<file path="src/rtl/hazard_ctrl_param.sv">
// ID-stage pipeline interlock controller: load-use and branch-operand hazards over
// NUM_SRC operands, data-memory freeze, saturating perf counters and a stuck-stall watchdog.
module hazard_ctrl_param #(
  parameter int REG_AW    = 5,
  parameter int NUM_SRC   = 2,
  parameter int ZERO_REG  = 1,
  parameter int CNT_W     = 16,
  parameter int MAX_STALL = 4
) (
  input  logic                      clk,
  input  logic                      rst_n,
  input  logic                      id_valid,
  input  logic [NUM_SRC*REG_AW-1:0] id_src,
  input  logic [NUM_SRC-1:0]        id_src_used,
  input  logic                      id_branch,
  input  logic                      ex_valid,
  input  logic [REG_AW-1:0]         ex_dst,
  input  logic                      ex_reg_write,
  input  logic                      ex_mem_read,
  input  logic                      mem_valid,
  input  logic [REG_AW-1:0]         mem_dst,
  input  logic                      mem_mem_read,
  input  logic                      dmem_wait,
  input  logic                      cnt_clr,
  output logic                      pc_write,
  output logic                      ifid_write,
  output logic                      idex_flush,
  output logic                      pipe_freeze,
  output logic [1:0]                hz_cause,
  output logic [CNT_W-1:0]          stall_cnt,
  output logic [CNT_W-1:0]          freeze_cnt,
  output logic                      wd_err
);

  localparam int RUN_W = $clog2(MAX_STALL + 1);
  localparam logic [RUN_W-1:0] RUN_MAX = RUN_W'(MAX_STALL);

  typedef enum logic [1:0] {
    ST_RUN    = 2'b00,
    ST_ILOCK  = 2'b01,
    ST_FREEZE = 2'b10
  } state_t;

  localparam logic [1:0] CAUSE_NONE   = 2'b00;
  localparam logic [1:0] CAUSE_LU     = 2'b01;
  localparam logic [1:0] CAUSE_BR     = 2'b10;
  localparam logic [1:0] CAUSE_FREEZE = 2'b11;

  logic [NUM_SRC-1:0] ex_hit;
  logic [NUM_SRC-1:0] mem_hit;
  logic               ex_dst_ok;
  logic               mem_dst_ok;
  logic               ex_match;
  logic               mem_match;
  logic               lu;
  logic               br;

  state_t             state_reg;
  state_t             cls;
  logic [CNT_W-1:0]   stall_cnt_reg;
  logic [CNT_W-1:0]   freeze_cnt_reg;
  logic [RUN_W-1:0]   run_len_reg;
  logic [RUN_W-1:0]   run_len_next;
  logic               wd_err_reg;

  // Per-operand address compare against the EX and MEM destinations.
  generate
    for (genvar gi = 0; gi < NUM_SRC; gi++) begin : g_src
      logic [REG_AW-1:0] src;
      assign src         = id_src[gi*REG_AW +: REG_AW];
      assign ex_hit[gi]  = id_src_used[gi] && (src == ex_dst);
      assign mem_hit[gi] = id_src_used[gi] && (src == mem_dst);
    end
  endgenerate

  assign ex_dst_ok  = !((ZERO_REG != 0) && (ex_dst == '0));
  assign mem_dst_ok = !((ZERO_REG != 0) && (mem_dst == '0));
  assign ex_match   = (|ex_hit) && ex_dst_ok;
  assign mem_match  = (|mem_hit) && mem_dst_ok;

  assign lu = id_valid && ex_valid && ex_mem_read && ex_match;
  assign br = id_valid && id_branch &&
              ((ex_valid && ex_reg_write && ex_match) ||
               (mem_valid && mem_mem_read && mem_match));

  always_comb begin
    cls = ST_RUN;
    if (dmem_wait) begin
      cls = ST_FREEZE;
    end else if (lu || br) begin
      cls = ST_ILOCK;
    end
  end

  // Stall controls are zero-latency; reset forces the free-running values.
  always_comb begin
    pc_write    = 1'b1;
    ifid_write  = 1'b1;
    idex_flush  = 1'b0;
    pipe_freeze = 1'b0;
    hz_cause    = CAUSE_NONE;
    if (rst_n) begin
      if (dmem_wait) begin
        pc_write    = 1'b0;
        ifid_write  = 1'b0;
        pipe_freeze = 1'b1;
        hz_cause    = CAUSE_FREEZE;
      end else if (lu || br) begin
        pc_write   = 1'b0;
        ifid_write = 1'b0;
        idex_flush = 1'b1;
        hz_cause   = lu ? CAUSE_LU : CAUSE_BR;
      end
    end
  end

  // Run length restarts on entry from RUN, is held across freezes and saturates.
  always_comb begin
    run_len_next = run_len_reg;
    case (cls)
      ST_ILOCK: begin
        if (state_reg == ST_RUN) begin
          run_len_next = RUN_W'(1);
        end else if (run_len_reg != RUN_MAX) begin
          run_len_next = run_len_reg + RUN_W'(1);
        end
      end
      ST_RUN:  run_len_next = '0;
      default: run_len_next = run_len_reg;
    endcase
  end

  always_ff @(posedge clk or negedge rst_n) begin
    if (!rst_n) begin
      state_reg      <= ST_RUN;
      stall_cnt_reg  <= '0;
      freeze_cnt_reg <= '0;
      run_len_reg    <= '0;
      wd_err_reg     <= 1'b0;
    end else begin
      state_reg <= cls;
      if (cnt_clr) begin
        stall_cnt_reg  <= '0;
        freeze_cnt_reg <= '0;
        run_len_reg    <= '0;
        wd_err_reg     <= 1'b0;
      end else begin
        run_len_reg <= run_len_next;
        if (cls == ST_ILOCK && stall_cnt_reg != '1) begin
          stall_cnt_reg <= stall_cnt_reg + CNT_W'(1);
        end
        if (cls == ST_FREEZE && freeze_cnt_reg != '1) begin
          freeze_cnt_reg <= freeze_cnt_reg + CNT_W'(1);
        end
        if (run_len_next == RUN_MAX) begin
          wd_err_reg <= 1'b1;
        end
      end
    end
  end

  assign stall_cnt  = stall_cnt_reg;
  assign freeze_cnt = freeze_cnt_reg;
  assign wd_err     = wd_err_reg;

endmodule

</file>
<file path="config.mk">
export PLATFORM = sky130hd
export DESIGN_NAME = hazard_ctrl_param
export DESIGN_NICKNAME = d
export VERILOG_FILES = /design/src/rtl/hazard_ctrl_param.sv
export SDC_FILE = /design/constraint.sdc
export NUM_CORES = 1
export LEC_CHECK = 0
export CORE_MARGIN = 4
export CORE_UTILIZATION = 35
export CTS_CLUSTER_DIAMETER = 60
export DETAILED_ROUTE_END_ITERATION = 7
export DONT_BUFFER_PORTS = 1
export SYNTH_ARGS = -nofsm -noshare
export SYNTH_HDL_FRONTEND = slang
export SYNTH_SLANG_ARGS = --single-unit
</file>
<file path="constraint.sdc">
create_clock -name clk -period 5.13 [get_ports clk]
set_input_delay 0.513 -clock clk [delete_from_list [all_inputs] [get_ports clk]]
set_output_delay 0.513 -clock clk [all_outputs]
set_load 0.05 [all_outputs]
</file>
==> run metrics <==
outcome complete, no violations; die footprint 8296 um^2; RSZ-0062 raised after global routing no; clock slew at the register clock pins of the worst setup and hold paths 80 ps; initial standard-cell utilization of the core 0.3576; Max VDD drop 0.1185 mV; number of synthesized register bits 38; antenna diode count 0; total nets after synthesis 299; CTS tree yes; H-tree level count 2; clock insertion delay at the later pin of the skew report 290 ps; final-layout setup total negative slack 0 ps; net count of the finished layout 298; per-instance average area after synthesis 9.222 um^2; count of flip-flops with a built-in enable after synthesis 0; slew at the pin closest to its max-slew limit 1083 ps; biggest area contributors in the synthesized netlist dfrtp_1 39%, xnor2_1 9.4%, nor2_1 4.5%; static leakage 0.9622 nW; Rows 30; number of iterations in the first detailed-routing pass 4; count of distinct cell types in the synthesized netlist 52; violation count after the first detailed-routing iteration 72; final critical-path required period 2838 ps; overflow left after global routing 0; share of the synthesized area in the top cell type 0.3936; startpoint of the worst-slack reg-to-reg timing path freeze_cnt[3]; most common cell after layout, fill and taps aside dfrtp_1; power density over cell area 235.5 nW/um^2; Core Box Area 6756 um^2; number of vias after detailed routing 1939; Final Total Pwr 0.6129 mW; worst reg2reg path endpoint freeze_cnt[7]; Setup CP Type in -> out; clk root buf clkbuf_8; relative slew slack 0.2777; aggregate global-route resource usage 0.1361; fill cell total of the finished layout 667; Hold Fails Final Rpt 0; gp weighted congestion 0.7955; nature of the critical path endpoint output port; data arrival time of the critical path 2320 ps; wire length of the first global-routing pass 9.287 mm; maximum fanout count along the critical path 4; Data required, critical path 4620 ps; warnings from Yosys 0; vias per inst 5.670; Cell Area, Synth 2416 um^2; final WL 5.667 mm; count of unresolved DRC violations after routing 0; share of final-layout standard cells stronger than drive strength 1 0.1069; relative area change from synthesis to final layout 7.716%; Bufs on Longest Clock Path 2; I/O Buffers 0; Startpoint Class input port; # Max-Cap Violations 0; wire per inst 16.57 um; number of placed I/O pins 72; worst reg2reg setup slack 2440 ps; count of final setup violators 0; clock sink count 38; f_max 352.4 MHz; maximum number of pins on one net before global-route repair 39; post-route antenna net violation count 0; commonest non-fill, non-tap cells in the layout 38 x dfrtp_1, 29 x nor2_1, 26 x xnor2_1; post-synth top area cell dfrtp_1; TritonCTS buffer count 5; detailed placer's ending HPWL 4.003 mm; maximum clock skew at final layout 6.267 ps; die height 91.09 um; final clock period utilization by the worst path 0.5532; number of post-CTS setup repair buffers 0; worst min-delay path category in -> async; Synth async-reset ratio 1.000; proportion of synthesized chip area in sequential cells 0.3936; Reg2Reg Depth 7; number of resized instances in the post-cts repair step 0; antenna violations before repair 0; overall die width 91.09 um; number of global-route vias before repair 1870; instance count of the mapped netlist 262; commonest register cell after synthesis dfrtp_1; max-slew violation count 0
per-stage QoR:
| step | instance area (um^2) | setup slack, ps | instances | util | hold slack, ps |
|---|---|---|---|---|---|
| 3_5_place_dp | 2474 | 2308 | 333 | 0.3661 | 218.7 |
| 3_3_place_gp | 2474 | 2314 | 333 | 0.3661 | 218.6 |
| 6_report | 2603 | 2292 | 342 | 0.3852 | 49.20 |
| 2_1_floorplan | 2416 | 1698 | 262 | - | 217.4 |
| 4_1_cts | 2603 | 2302 | 342 | 0.3852 | 57.75 |
| 5_1_grt | 2603 | 2179 | 342 | 0.3852 | 51.11 |
layer usage:
| metal | GRT usage | routed length [um] | vias to the layer above |
|---|---|---|---|
| met2 | 0.2342 | 2862 | 65 |
| met5 | 0 | 0 | - |
| met1 | 0.1633 | 2370 | 940 |
| met3 | 0.04888 | 434 | 0 |
| met4 | 0.02764 | 0 | 0 |
| li1 | - | - | 934 |
power by group:
| part | switching (mW) | internal [mW] | total (mW) |
|---|---|---|---|
| sequential | 0.00922 | 0.301 | 0.310 |
| combinational | 0.0283 | 0.0192 | 0.0474 |
| clock | 0.112 | 0.143 | 0.255 |
final cells by class:
type / count / area (um^2) / area share
multi-input combinational: 209 / 1400 / 0.5380
clock inverter: 3 / 40.04 / 0.01538
timing repair buffer: 1 / 20.02 / 0.007692
tap: 80 / 100.1 / 0.03846
sequential: 38 / 950.9 / 0.3654
clock buffer: 5 / 68.82 / 0.02644
inverter: 6 / 22.52 / 0.008654
logic make-up (layout without fill, tap and decap cells):
group / after synthesis / count (layout) / synth area share
XOR/XNOR: 36 / 36 / 0.1305
AND/OR/NAND/NOR: 120 / 120 / 0.2848
buffers and inverters: 15 / 15 / 0.02848
AO/OA/AOI/OAI: 45 / 45 / 0.1227
multiplexers: 4 / 4 / 0.01916
adder cells (fa/ha/maj): 4 / 4 / 0.02072
flip-flops: 38 / 38 / 0.3936
Yosys cell counts, types with 2 or more instances:
cell type   n
nand4b_1    2
xor2_1     10
nand2_1    19
nor2b_1     2
o21a_1      2
nand3_1    10
inv_1       6
a21oi_1    19
nor2_1     29
clkbuf_1    6
and4_1      2
nor3_1     12
or3_4       2
ha_1        4
xnor2_1    26
dfrtp_1    38
o31ai_1     5
o21ai_0     7
nand4_1     9
or3_1       6
or4_1       5
nand3_4     2
mux2i_1     2
and2_1      8
and3_1      2
worst max path at each step:
stage                              from        endpoint  depth (start not counted)
after global routing      freeze_cnt[3]  freeze_cnt[11]                          7
after global placement        ex_dst[1]      ifid_write                          5
final                         ex_dst[1]        pc_write                          5
after CTS                     ex_dst[1]        pc_write                          5
after detailed placement      ex_dst[1]        pc_write                          5
after floorplan               ex_dst[1]        pc_write                          6
what timing repair did:
| action | in CTS | in global routing |
|---|---|---|
| hold endpoints to repair | 38 | 0 |
| endpoints found under the setup margin | 0 | 0 |
| hold buffers | 1 | 0 |
worst max-delay path: stages:
cell       delay (ps)
or4_1             510
nor2_1            170
or3_4             170
o2bb2ai_2         100
o21ai_2           860
(Power assumes the default switching activity.)
